[src/rtl/fifo_serial_tx_if.sv]
// rtl/fifo_serial_tx_if.sv - FIFO read port, enable and serial line bundle for fifo_serial_tx
interface fifo_serial_tx_if #(
    parameter int DATA_WIDTH = 8
);
    logic                  fifo_empty;
    logic [DATA_WIDTH-1:0] fifo_data;
    logic                  fifo_deq;
    logic                  tx_en;
    logic                  tx;
    logic                  busy;
    logic                  frame_done;

    // master: the transmitter; slave: the FIFO and line environment around it
    modport master (
        input  fifo_empty, fifo_data, tx_en,
        output fifo_deq, tx, busy, frame_done
    );

    modport slave (
        output fifo_empty, fifo_data, tx_en,
        input  fifo_deq, tx, busy, frame_done
    );
endinterface

[src/rtl/fifo_serial_tx.sv]
// rtl/fifo_serial_tx.sv - drains a show-ahead FIFO into start/data/parity/stop serial frames
module fifo_serial_tx #(
    parameter int DATA_WIDTH   = 8,
    parameter int CLKS_PER_BIT = 4,
    parameter int PARITY_EN    = 1
) (
    input  logic              clk,
    input  logic              rstn,
    fifo_serial_tx_if.master  bus
);

    typedef enum logic [2:0] {
        S_IDLE,
        S_START,
        S_DATA,
        S_PARITY,
        S_STOP
    } state_t;

    localparam int BW = (CLKS_PER_BIT > 1) ? $clog2(CLKS_PER_BIT) : 1;
    localparam int NW = (DATA_WIDTH > 1) ? $clog2(DATA_WIDTH) : 1;
    localparam logic [BW-1:0] BAUD_LAST = BW'(CLKS_PER_BIT - 1);
    localparam logic [NW-1:0] BIT_LAST  = NW'(DATA_WIDTH - 1);

    state_t                state_q, state_d;
    logic [BW-1:0]         baud_q, baud_d;
    logic [NW-1:0]         bit_q, bit_d;
    logic [DATA_WIDTH-1:0] shift_q, shift_d;
    logic                  par_q, par_d;
    logic                  tx_q, tx_d;
    logic                  busy_q, busy_d;
    logic                  deq_q, deq_d;
    logic                  done_q, done_d;
    logic                  bit_end;
    logic                  capture;

    always_comb begin
        state_d = state_q;
        baud_d  = baud_q;
        bit_d   = bit_q;
        shift_d = shift_q;
        par_d   = par_q;
        capture = 1'b0;
        bit_end = (baud_q == BAUD_LAST);

        if (state_q != S_IDLE) begin
            baud_d = bit_end ? '0 : baud_q + 1'b1;
        end

        case (state_q)
            S_IDLE: begin
                if (bus.tx_en && !bus.fifo_empty) capture = 1'b1;
            end
            S_START: begin
                if (bit_end) begin
                    state_d = S_DATA;
                    bit_d   = '0;
                end
            end
            S_DATA: begin
                if (bit_end) begin
                    shift_d = shift_q >> 1;
                    if (bit_q == BIT_LAST) begin
                        state_d = (PARITY_EN != 0) ? S_PARITY : S_STOP;
                    end else begin
                        bit_d = bit_q + 1'b1;
                    end
                end
            end
            S_PARITY: begin
                if (bit_end) state_d = S_STOP;
            end
            S_STOP: begin
                if (bit_end) begin
                    if (bus.tx_en && !bus.fifo_empty) capture = 1'b1;
                    else                              state_d = S_IDLE;
                end
            end
            default: state_d = S_IDLE;
        endcase

        // The head word is latched here; the FIFO pops on the following cycle.
        if (capture) begin
            state_d = S_START;
            baud_d  = '0;
            shift_d = bus.fifo_data;
            par_d   = ^bus.fifo_data;
        end

        // Outputs are derived from next state so the registered copies line up with it.
        case (state_d)
            S_START:  tx_d = 1'b0;
            S_DATA:   tx_d = shift_d[0];
            S_PARITY: tx_d = par_d;
            default:  tx_d = 1'b1;
        endcase
        busy_d = (state_d != S_IDLE);
        deq_d  = capture;
        done_d = (state_d == S_STOP) && (baud_d == BAUD_LAST);
    end

    always_ff @(posedge clk or negedge rstn) begin
        if (!rstn) begin
            state_q <= S_IDLE;
            baud_q  <= '0;
            bit_q   <= '0;
            shift_q <= '0;
            par_q   <= 1'b0;
            tx_q    <= 1'b1;
            busy_q  <= 1'b0;
            deq_q   <= 1'b0;
            done_q  <= 1'b0;
        end else begin
            state_q <= state_d;
            baud_q  <= baud_d;
            bit_q   <= bit_d;
            shift_q <= shift_d;
            par_q   <= par_d;
            tx_q    <= tx_d;
            busy_q  <= busy_d;
            deq_q   <= deq_d;
            done_q  <= done_d;
        end
    end

    assign bus.tx         = tx_q;
    assign bus.busy       = busy_q;
    assign bus.fifo_deq   = deq_q;
    assign bus.frame_done = done_q;

endmodule
[src/flat_wrapper.sv]
// flat-port wrapper written by rule: the top's interface ports become plain ports
module fifo_serial_tx_flat 
#(
    parameter int DATA_WIDTH   = 8,
    parameter int CLKS_PER_BIT = 4,
    parameter int PARITY_EN    = 1
)
  (clk, rstn, bus_fifo_empty, bus_fifo_data, bus_tx_en, bus_fifo_deq, bus_tx, bus_busy, bus_frame_done);
  fifo_serial_tx_if #(.DATA_WIDTH(DATA_WIDTH)) bus_i ();
  input  logic clk;
  input  logic rstn;
  input wire logic [$bits(bus_i.fifo_empty)-1:0] bus_fifo_empty;
  input wire logic [$bits(bus_i.fifo_data)-1:0] bus_fifo_data;
  input wire logic [$bits(bus_i.tx_en)-1:0] bus_tx_en;
  output wire logic [$bits(bus_i.fifo_deq)-1:0] bus_fifo_deq;
  output wire logic [$bits(bus_i.tx)-1:0] bus_tx;
  output wire logic [$bits(bus_i.busy)-1:0] bus_busy;
  output wire logic [$bits(bus_i.frame_done)-1:0] bus_frame_done;
  assign bus_i.fifo_empty = bus_fifo_empty;
  assign bus_i.fifo_data = bus_fifo_data;
  assign bus_i.tx_en = bus_tx_en;
  assign bus_fifo_deq = bus_i.fifo_deq;
  assign bus_tx = bus_i.tx;
  assign bus_busy = bus_i.busy;
  assign bus_frame_done = bus_i.frame_done;
  fifo_serial_tx #(.DATA_WIDTH(DATA_WIDTH), .CLKS_PER_BIT(CLKS_PER_BIT), .PARITY_EN(PARITY_EN)) u_core (.clk(clk), .rstn(rstn), .bus(bus_i));
endmodule
[config.mk]
export PLATFORM = sky130hd
export DESIGN_NAME = fifo_serial_tx_flat
export DESIGN_NICKNAME = d
export VERILOG_FILES = /design/src/rtl/fifo_serial_tx_if.sv /design/src/rtl/fifo_serial_tx.sv /design/src/flat_wrapper.sv
export SDC_FILE = /design/constraint.sdc
export NUM_CORES = 1
export LEC_CHECK = 0
export ABC_AREA = 0
export BUFFER_PORTS_ARGS = -buffer_cell sky130_fd_sc_hd__buf_2
export CORE_MARGIN = 1
export CORE_UTILIZATION = 45
export CTS_CLUSTER_DIAMETER = 50
export DETAILED_ROUTE_END_ITERATION = 8
export PLACE_DENSITY = 0.65
export SLEW_MARGIN = 20
export SYNTH_ARGS = -nofsm -noshare
export SYNTH_HDL_FRONTEND = slang
export SYNTH_SLANG_ARGS = --single-unit
[constraint.sdc]
create_clock -name clk -period 2.05 [get_ports clk]
set_clock_uncertainty 0.1 [all_clocks]
set_input_delay 0.205 -clock clk [delete_from_list [all_inputs] [get_ports clk]]
set_output_delay 0.205 -clock clk [all_outputs]
set_load 0.005 [all_outputs]
# --- After elaboration in Yosys (flattened, before gate mapping) ---
# Index checks and enable logic that the tools add are counted.
# Widths: inputs -> output; s select.
totals:
  wordCells: 61
  register_bits: 21
op_classes:
  n_reduce_logical: 12
  n_eq_ne: 14
  n_addsub: 2
  mux: 23
ops:
  columns: ["operator", "count"]
  rows:
  - ["$mux 3", 10]
  - ["$mux 8", 3]
  - ["$pmux 3 s5", 1]
  - ["$eq 3x2->1 const B", 4]
  - ["$eq 3x3->1 const B", 3]
  - ["$reduce_xor 8->1", 1]
  - ["$eq 3x1->1 const B", 2]
  - ["$mux 2", 3]
  - ["$pmux 3 s2", 1]
  - ["$reduce_bool 2->1", 3]
  - ["$reduce_bool 3->1", 2]
  - ["$eq 2x2->1 const B", 2]
  - ["$ne 2x1->1 const B", 2]
  - ["$reduce_and 4->1", 1]
  - ["$add 3x1->3 const B", 1]
  - ["$logic_not 3->1", 1]
  - ["$mux 1", 3]
  - ["$pmux 1 s3", 1]
  - ["$add 2x1->2 const B", 1]
  - ["$logic_and 1x1->1", 2]
  - ["$ne 2x2->1 const B", 1]
  - ["$pmux 1 s2", 1]
  - ["$reduce_and 2->1", 1]
  - ["$logic_not 1->1", 1]

# --- Logic depth before layout (Yosys ltp) ---
# Gate-level depths: netlist of the first run.
depth:
  ltp_word: 8
  depth_mapped: 7

# --- Worst setup path after synthesis of the first run ---
# Ideal clock, no wire load.
synth_timing:
  kind: "register -> register"
  from: "register u_core.baud_q[0]"
  to: "register u_core.shift_q[0]"
  setup_slack_ps: 511
  period_less_slack_ps: 1539
  required_time_ps: 1831
  t_arrival_ps: 1319
  path_stages_with_launch: 8
  n_path_buf: 1
  path_cell_list: "dfrtp_1 ha_1 nor2b_1 nand4bb_4 inv_4 buf_6 nand2_1 o21ai_2"
synth_between:
  elab_chain_cells: 4
synth_lines:
  columns: ["element", "line", "rtl"]
  rows:
  - ["start: declaration", "fifo_serial_tx.sv:26", "logic [BW-1:0] baud_q, baud_d;"]
  - ["start signal: assignment", "fifo_serial_tx.sv:115", "baud_q <= baud_d;"]
  - ["$eq 2x2->1", "fifo_serial_tx.sv:44", "bit_end = (baud_q == BAUD_LAST);"]
  - ["$mux 1", "fifo_serial_tx.sv:74", "if (bit_end) begin"]
  - ["$pmux 1 s2", "fifo_serial_tx.sv:50", "case (state_q)"]
  - ["via u_core.capture", "fifo_serial_tx.sv:35", "logic capture;"]
  - ["$mux 8", "fifo_serial_tx.sv:83", "if (capture) begin"]
  - ["via u_core.shift_d[0]", "fifo_serial_tx.sv:28", "logic [DATA_WIDTH-1:0] shift_q, shift_d;"]
  - ["end signal: assignment", "fifo_serial_tx.sv:117", "shift_q <= shift_d;"]
  - ["end: declaration", "fifo_serial_tx.sv:28", null]
# The timed path passes the listed nets, and every way through them passes these cells. The select of a mux whose other input is x is not followed.
# A chain may end at the register's enable or synchronous reset.

# --- Worst setup path in the final report of the first run ---
layout_timing:
  from: "register u_core.baud_q[0]"
  to: "register u_core.shift_q[5]"
layout_between:
  elab_chain_cells: 5
layout_lines:
  columns: ["element", "line"]
  rows:
  - ["$eq 2x2->1 (*)", "fifo_serial_tx.sv:44"]
  - ["$mux 1", "fifo_serial_tx.sv:74"]
  - ["$pmux 1 s2", "fifo_serial_tx.sv:50"]
  - ["$reduce_bool 2->1 (no source line)", null]
  - ["$reduce_and 2->1 (no source line)", null]
# Mark *: on every way between the ends. The rest lies on a longest branch, timed or not.

==> results of run 1 <==
layer usage:
layer	global-route usage, %	up-vias
li1	-	407
met1	24.0	358
met2	30.3	14
met3	2.63	4
met4	10.8	0
met5	0	-
synthesized netlist by cell type:
library cell   n
nand3b_1       1
nor2_2         1
nor3b_1        3
o21ai_2        5
nand2_1       13
dfstp_2        1
a31oi_1        1
ha_1           3
a21oi_1        2
mux2_2         2
o21ai_1        2
o22ai_1        1
o211ai_1       2
inv_4          1
mux2i_1        8
nand2b_1       4
and3_1         2
xnor2_1        7
buf_2          2
nor3_1         3
xor2_1         1
mux2_1         1
and3b_1        1
dfrtp_1       20
o21ai_0        5
nand4bb_4      1
nor2b_1        2
or3b_1         1
nor2_4         1
buf_6          2
nor2_1         4
final cells by class:
type	instances	area [um2]
inverter	1	6.26
sequential	21	527
fill	205	963
clock buffer	3	22.5
clock inverter	1	7.51
timing repair buffer	23	155
multi-input combinational	77	559
tap	28	35.0
worst max-delay path, delay by kind of cell, from the launching register on:
kind,cells,cell delay [ns]
adder cells (fa/ha/maj),1,0.31
multiplexers,1,0.28
AND/OR/NAND/NOR,2,0.43
AO/OA/AOI/OAI,1,0.06
flip-flops,1,0.41
sequential cells by signal, summed over array words and instances (netlist names):
register               cells
u_core.bus.fifo_deq        1
u_core.bit_q               3
u_core.shift_q             8
u_core.bus.busy            1
u_core.par_q               1
u_core.bus.frame_done      1
u_core.bus.tx              1
u_core.baud_q              2
u_core.state_q             3
timing repair:
action | 4_1_cts | 5_1_grt
buffers inserted | 0 | 0
hold endpoints to repair | 27 | 0
hold buffers | 8 | 0
gates resized for setup | 0 | 0
metrics by stage:
step	area [um2]	cells	util (%)	total power (W)	hold WS [ns]
after global placement	1200	142	52.8	0.00130	0.0825
after floorplan	1120	103	-	0.00120	-0.191
after CTS	1310	154	57.7	0.00157	0.00678
after detailed placement	1200	142	52.8	0.00134	0.0845
after global routing	1310	154	57.7	0.00169	0.0508
final	1310	154	57.7	0.00155	0.0251
power by group through the flow:
stage	clock network [W]	logic, W	registers (W)
floorplan	0	0.000534	0.000663
global placement	0	0.000575	0.000729
detailed placement	0	0.000604	0.000732
CTS	0.000228	0.000615	0.000724
global route	0.000244	0.000702	0.000745
finish	0.000218	0.000609	0.000724
worst max path at each step:
| stage | end | depth (start not counted) | startpoint |
|---|---|---|---|
| floorplan | u_core.shift_q[0] | 7 | u_core.baud_q[0] |
| global route | u_core.shift_q[1] | 6 | u_core.baud_q[0] |
| finish | u_core.shift_q[5] | 5 | u_core.baud_q[0] |
| global placement | u_core.bit_q[1] | 4 | u_core.state_q[1] |
| detailed placement | u_core.shift_q[5] | 5 | u_core.baud_q[0] |
| CTS | u_core.shift_q[5] | 5 | u_core.baud_q[0] |
logic make-up (layout without fill, tap and decap cells):
| family | Yosys count | in the layout | synth area share [%] |
|---|---|---|---|
| flip-flops | 21 | 21 | 46.8 |
| AND/OR/NAND/NOR | 37 | 37 | 19.7 |
| XOR/XNOR | 8 | 8 | 6.23 |
| AO/OA/AOI/OAI | 18 | 18 | 10.3 |
| adder cells (fa/ha/maj) | 3 | 3 | 3.34 |
| multiplexers | 11 | 11 | 10.1 |
| buffers and inverters | 5 | 28 | 3.45 |
cells in the final DEF, fill, tap and decap left out, types with 4 or more instances in the layout:
cell            n
dfrtp_1        20
buf_2          15
nand2_1        13
mux2i_1         8
dlygate4sd3_1   8
xnor2_1         7
o21ai_0         5
o21ai_2         5
nor2_1          4
nand2b_1        4
==> results.md, run 1 <==
* Run status: finished, final reports clean
* Starting Density at around 49%
* Hold_sp: bus_fifo_data[1]
* Synth top area share at between 40% and 50%
* # rows at 17
* Worst r2r src: u_core.baud_q[0]
* Yosys Warn Count at 0
* First-pass GRT wire length at between 3 and 4 mm
* Switching Share at 37.9%
* Fmax achieved at between 0.5 and 0.6 GHz
* Period minus WS final at approximately 1.7 ns
* CTS tree: yes
* Final HPWL DP at roughly 1.4 mm
* Comb pwr share at between 30% and 40%
* Uppermost routed layer: met4
* Sw power at between 0.0005 and 0.0006 W
* CP peak stage delay at slightly above 0.4 ns
* Cell taking the most area after synthesis: dfrtp_1
* CP Class: flop to flop
* Routed met1 length at around 1000 um
* Core area at approximately 0.0023 mm2
* Setup-failing EPs final at 0
* #FFs+latches synth at 21
* Initial antenna violation count at 0
* Hold depth at 3
* # nets final at roughly 140
* Synth Net Count at ~120
* Unrepaired setup endpoints after global routing: no
* Inserted Diodes at 0
* Pre-CTS WS at ~0.39 ns
* Worst r2r path cells at 5
* Top cells by area, synth: dfrtp_1, mux2i_1, xnor2_1
* CP max stage cell: dfrtp_1
* CP Launch Type: flop
* Worst ir drop on vdd at ~0.00060 V
* Clk pin slew, worst setup/hold paths at approximately 0.14 ns
* Slew @ Worst Pin at about 0.46 ns
* Critical Path Fanout Max at 8
* Final setup margin at 0.367 ns
* Chip height at about 52 um
* Pwr dens at 1180 mW/mm2
* Final hold violations at 0
* Pin count of the biggest net entering global routing at 22
* Vias per cell at 5.08
* Area growth, synth to finish at 16.7%
* Drt initial violations at 11
* Final ANT Viol Nets at 0
* Worst hold endpoint: u_core.shift_q[1]
* Class of the worst hold path: primary input to flop
* Worst Path Required at between 2 and 2.5 ns
* Detail Route met3 WL at around 57 um
* I/O pin count at 16
* Grt ovf at 0
* Leak pwr at 0.549 nW
* Number of global-route vias before repair at around 760
* Maximum root-to-sink buffer count at 2
* Buffers added on ports at 15
* CP endpoint kind: flop
* CP arrival at ~1.8 ns
* Wire per inst at about 13 um
* Clock Sinks at 21
* Chip Width at 52.0 um
* Clk Latency, worst-skew pair at around 0.32 ns
* CTS root buf: clkbuf_4
* Fin crit share at about 80%
* Post-Route WL at between 2 and 2.5 mm
* Die area at around 0.0027 mm2
* Share of cells above drive strength 1 at roughly 25%
* H-tree levels at 1
* Post-synth cell types at 31
* Int Power at roughly 0.00096 W
* Pins Over Slew Limit at 0
* Total GRT Usage at about a fifth
* Via count at 783
* Post-route DRC violation count at 0
* CP cell instances: ha_1, nand2b_1, nor2_4, mux2i_1, o21ai_2
* Post-synthesis sequential area ratio at a little under half
* Slew HR at 69.1%
* Max-cap violation count at 0
* Synthesized instance count at 103
* Total CTS buffers at 3
* FF-to-FF setup slack at roughly 0.37 ns
* Flop pwr share at between 40% and 50%
* Synthesized area per cell at 10.9 um2
* Gpl congestion at about 0.76
* DR pass1 iterations at 4
* Clock share of power at between 10 and 15%
* Post-Synthesis Cell Area at between 0.001 and 0.0015 mm2
* WL met2 at 915 um
* Total Neg Setup Slack at 0 ns
* FF-to-FF End: u_core.shift_q[5]
No activity file was read; power rests on OpenSTA's default activity.
==> run 2: changes to the inputs <==
--- a/config.mk
+++ b/config.mk
@@ -11,7 +11,7 @@
 export CORE_UTILIZATION = 45
 export CTS_CLUSTER_DIAMETER = 50
 export DETAILED_ROUTE_END_ITERATION = 8
-export PLACE_DENSITY = 0.65
+export PLACE_DENSITY = 0.68
 export SLEW_MARGIN = 20
 export SYNTH_ARGS = -nofsm -noshare
 export SYNTH_HDL_FRONTEND = slang
==> constraint.sdc (replaced) <==
create_clock -name clk -period 1.4 [get_ports clk]
set_clock_uncertainty 0.1 [all_clocks]
set_input_delay 0.14 -clock clk [delete_from_list [all_inputs] [get_ports clk]]
set_output_delay 0.14 -clock clk [all_outputs]
set_load 0.005 [all_outputs]
==> run 2 against run 1 <==
Compared with the run above:
- the run now ends with setup timing left
- global-route usage up 2.0 points
- routed wire length rose by 19%
- hold slack better by 0.17 ns
- power grew 90%
- critical path type unchanged
==> results.md, run 2 (synthesis gave the netlist of run 1 again) <==
* Run status: finished with violations (was finished, final reports clean)
* Failing checks: setup timing
* Worst hold margin at 0.196 ns (was 0.0251 ns)
* Period minus WS final at 1.49 ns (was 1.68 ns)
* CP cell instances: ha_4, nor2b_4, nand4bb_4, buf_12, buf_6, o211ai_1 (was ha_1, nand2b_1, nor2_4, mux2i_1, o21ai_2)
* Initial antenna violation count at 0 (unchanged)
* Post-route DRC violation count at 0 (unchanged)
* Core area at 0.00228 mm2 (unchanged)
* Final HPWL DP at 1.50 mm (was 1.38 mm)
* Clk pin slew, worst setup/hold paths at 0.11 ns (was 0.14 ns)
* # nets final at 161 (was 142)
* Slew HR at 69.0% (was 69.1%)
* Buffers added on ports at 15 (unchanged)
* Clk Latency, worst-skew pair at 0.30 ns (was 0.32 ns)
* First-pass GRT wire length at 4.02 mm (was 3.55 mm)
* Via count at 896 (was 783)
* Inserted Diodes at 0 (unchanged)
* Fmax achieved at 0.673 GHz (was 0.594 GHz)
* Final Instance Area at 0.00166 mm2 (was 0.00131 mm2)
* # rows at 17 (unchanged)
* Pin count of the biggest net entering global routing at 22 (unchanged)
* Worst Path Required at 1.48 ns (was 2.18 ns)
* Most common cell after layout, fill and taps aside: dfrtp_1 (unchanged)
* Chip Width at 52.0 um (unchanged)
* Unrepaired setup endpoints after global routing: yes (was no)
* Pre-CTS WS at -0.109 ns (was 0.386 ns)
* Maximum root-to-sink buffer count at 2 (unchanged)
* DP Area at 0.00134 mm2 (was 0.00120 mm2)
* Total GRT Usage at 20.9% (was 18.9%)
* Pins Over Slew Limit at 0 (unchanged)
* Wire per inst at 13.8 um (was 13.0 um)
* Post-Route WL at 2.39 mm (was 2.01 mm)
* Vias per cell at 5.18 (was 5.08)
* CTS root buf: clkbuf_4 (unchanged)
* Final setup margin at -0.0860 ns (was 0.367 ns)
* Share of cells above drive strength 1 at 51.0% (was 24.6%)
* I/O pin count at 16 (unchanged)
* Number of global-route vias before repair at 933 (was 761)
* CP peak stage delay at 0.43 ns (was 0.41 ns)
* Chip height at 52.0 um (unchanged)
* Setup-failing EPs final at 14 (was 0)
* Starting Density at 49.4% (unchanged)
* Max FFs per register at 8 (unchanged)
* Pwr dens at 1780 mW/mm2 (was 1180 mW/mm2)
* DR pass1 iterations at 2 (was 4)
* Class of the worst hold path: primary input to flop (unchanged)
* CP endpoint kind: flop (unchanged)
* H-tree levels at 1 (unchanged)
* Gpl congestion at 0.776 (was 0.756)
* Clock Sinks at 21 (unchanged)
* Worst ir drop on vdd at 0.00106 V (was 0.000605 V)
* Slew @ Worst Pin at 0.465 ns (was 0.464 ns)
* CP Class: flop to flop (unchanged)
* Critical Path Fanout Max at 8 (unchanged)
* Drt initial violations at 1 (was 11)
* Total CTS buffers at 3 (unchanged)
* Final Core Density at 72.8% (was 57.7%)
* Most frequent cells in the layout: dfrtp_1, buf_2, buf_4 (was dfrtp_1, buf_2, nand2_1)
* Total Neg Setup Slack at -0.770 ns (was 0 ns)
* Die area at 0.00270 mm2 (unchanged)
* Fin crit share at 106% (was 82.1%)
* CTS tree: yes (unchanged)
* Grt ovf at 0 (unchanged)
* Leak pwr at 0.704 nW (was 0.549 nW)
* CP max stage cell: dfrtp_1 (unchanged)
* CP arrival at 1.57 ns (was 1.81 ns)
* Largest Register: u_core.shift_q (unchanged)
* Regs by FF count: u_core.shift_q x8, u_core.bit_q x3, u_core.state_q x3 (unchanged)
* Max-cap violation count at 0 (unchanged)
* Area growth, synth to finish at 47.3% (was 16.7%)
* Final ANT Viol Nets at 0 (unchanged)
* CP Launch Type: flop (unchanged)
* Final hold violations at 0 (unchanged)
[run 2: cell types whose count changed in the layout (fill, tap and decap cells not counted), moves of 3 or more]
cell	previous run	this run
buf_4	0	12
nand2_1	13	5
nand2_2	0	7
mux2i_1	8	3
inv_8	0	4
ha_1	3	0
mux2i_4	0	3
nand2b_1	4	1
[run 2: repair_timing]
action,in CTS,in global routing
hold endpoints to repair,28,0
gates cloned,2,1
pin swaps,9,4
gates resized for setup,5,26
endpoints found under the setup margin,16,19
hold buffers,9,0
buffers inserted,2,3
[run 2: worst max-delay path, delay by kind of cell, from the launching register on]
kind	cells	cell delay, ns
AND/OR/NAND/NOR	2	0.27
buffers and inverters	2	0.28
flip-flops	1	0.43
adder cells (fa/ha/maj)	1	0.21
AO/OA/AOI/OAI	1	0.08
[run 2: routing by layer]
| metal | up-vias | global-route usage (%) | part of all wire [%] |
|---|---|---|---|
| met5 | - | 0 | 0 |
| met4 | 0 | 14.0 | 2.4 |
| met3 | 6 | 2.63 | 2.3 |
| met2 | 17 | 35.5 | 52 |
| met1 | 427 | 24.3 | 43 |
| li1 | 446 | - | - |
[run 2: path summary, 6_finish.rpt]
check                                       from                    end  slack (ns)  cells past startpoint
worst max-delay path            u_core.baud_q[0]        u_core.bus.busy       -0.09                      6
worst min-delay path                   bus_tx_en    u_core.bus.fifo_deq        0.20                      4
worst max register to register  u_core.baud_q[0]        u_core.bus.busy       -0.09                      6
worst min register to register      u_core.par_q           u_core.par_q        0.44                      2
max in group asynchronous                   rstn          u_core.bus.tx        0.65                      2
min in group asynchronous                   rstn  u_core.bus.frame_done        0.21                      2
[run 2: final cells by class]
cell class                      instances  area, um2
Tap cell                               28       35.0
Inverter                                1       11.3
Sequential cell                        21        527
Multi-Input combinational cell         77        717
Fill cell                             154        619
Clock buffer                            4       26.3
Timing Repair Buffer                   39        307
Timing Repair inverter                  3       33.8
[run 2: through the flow]
| stage | power [W] | instances |
|---|---|---|
| 2_1_floorplan | 0.00192 | 103 |
| 5_1_grt | 0.00318 | 173 |
| 3_5_place_dp | 0.00230 | 152 |
| 4_1_cts | 0.00271 | 169 |
| 3_3_place_gp | 0.00226 | 152 |
| 6_report | 0.00295 | 173 |
[run 2: power by group]
group          internal (W)  switching [W]  total, W
Combinational      0.000873       0.000722   0.00159
Clock              0.000111       0.000178  0.000288
Sequential         0.000855       0.000209   0.00106
Total               0.00184        0.00111   0.00295
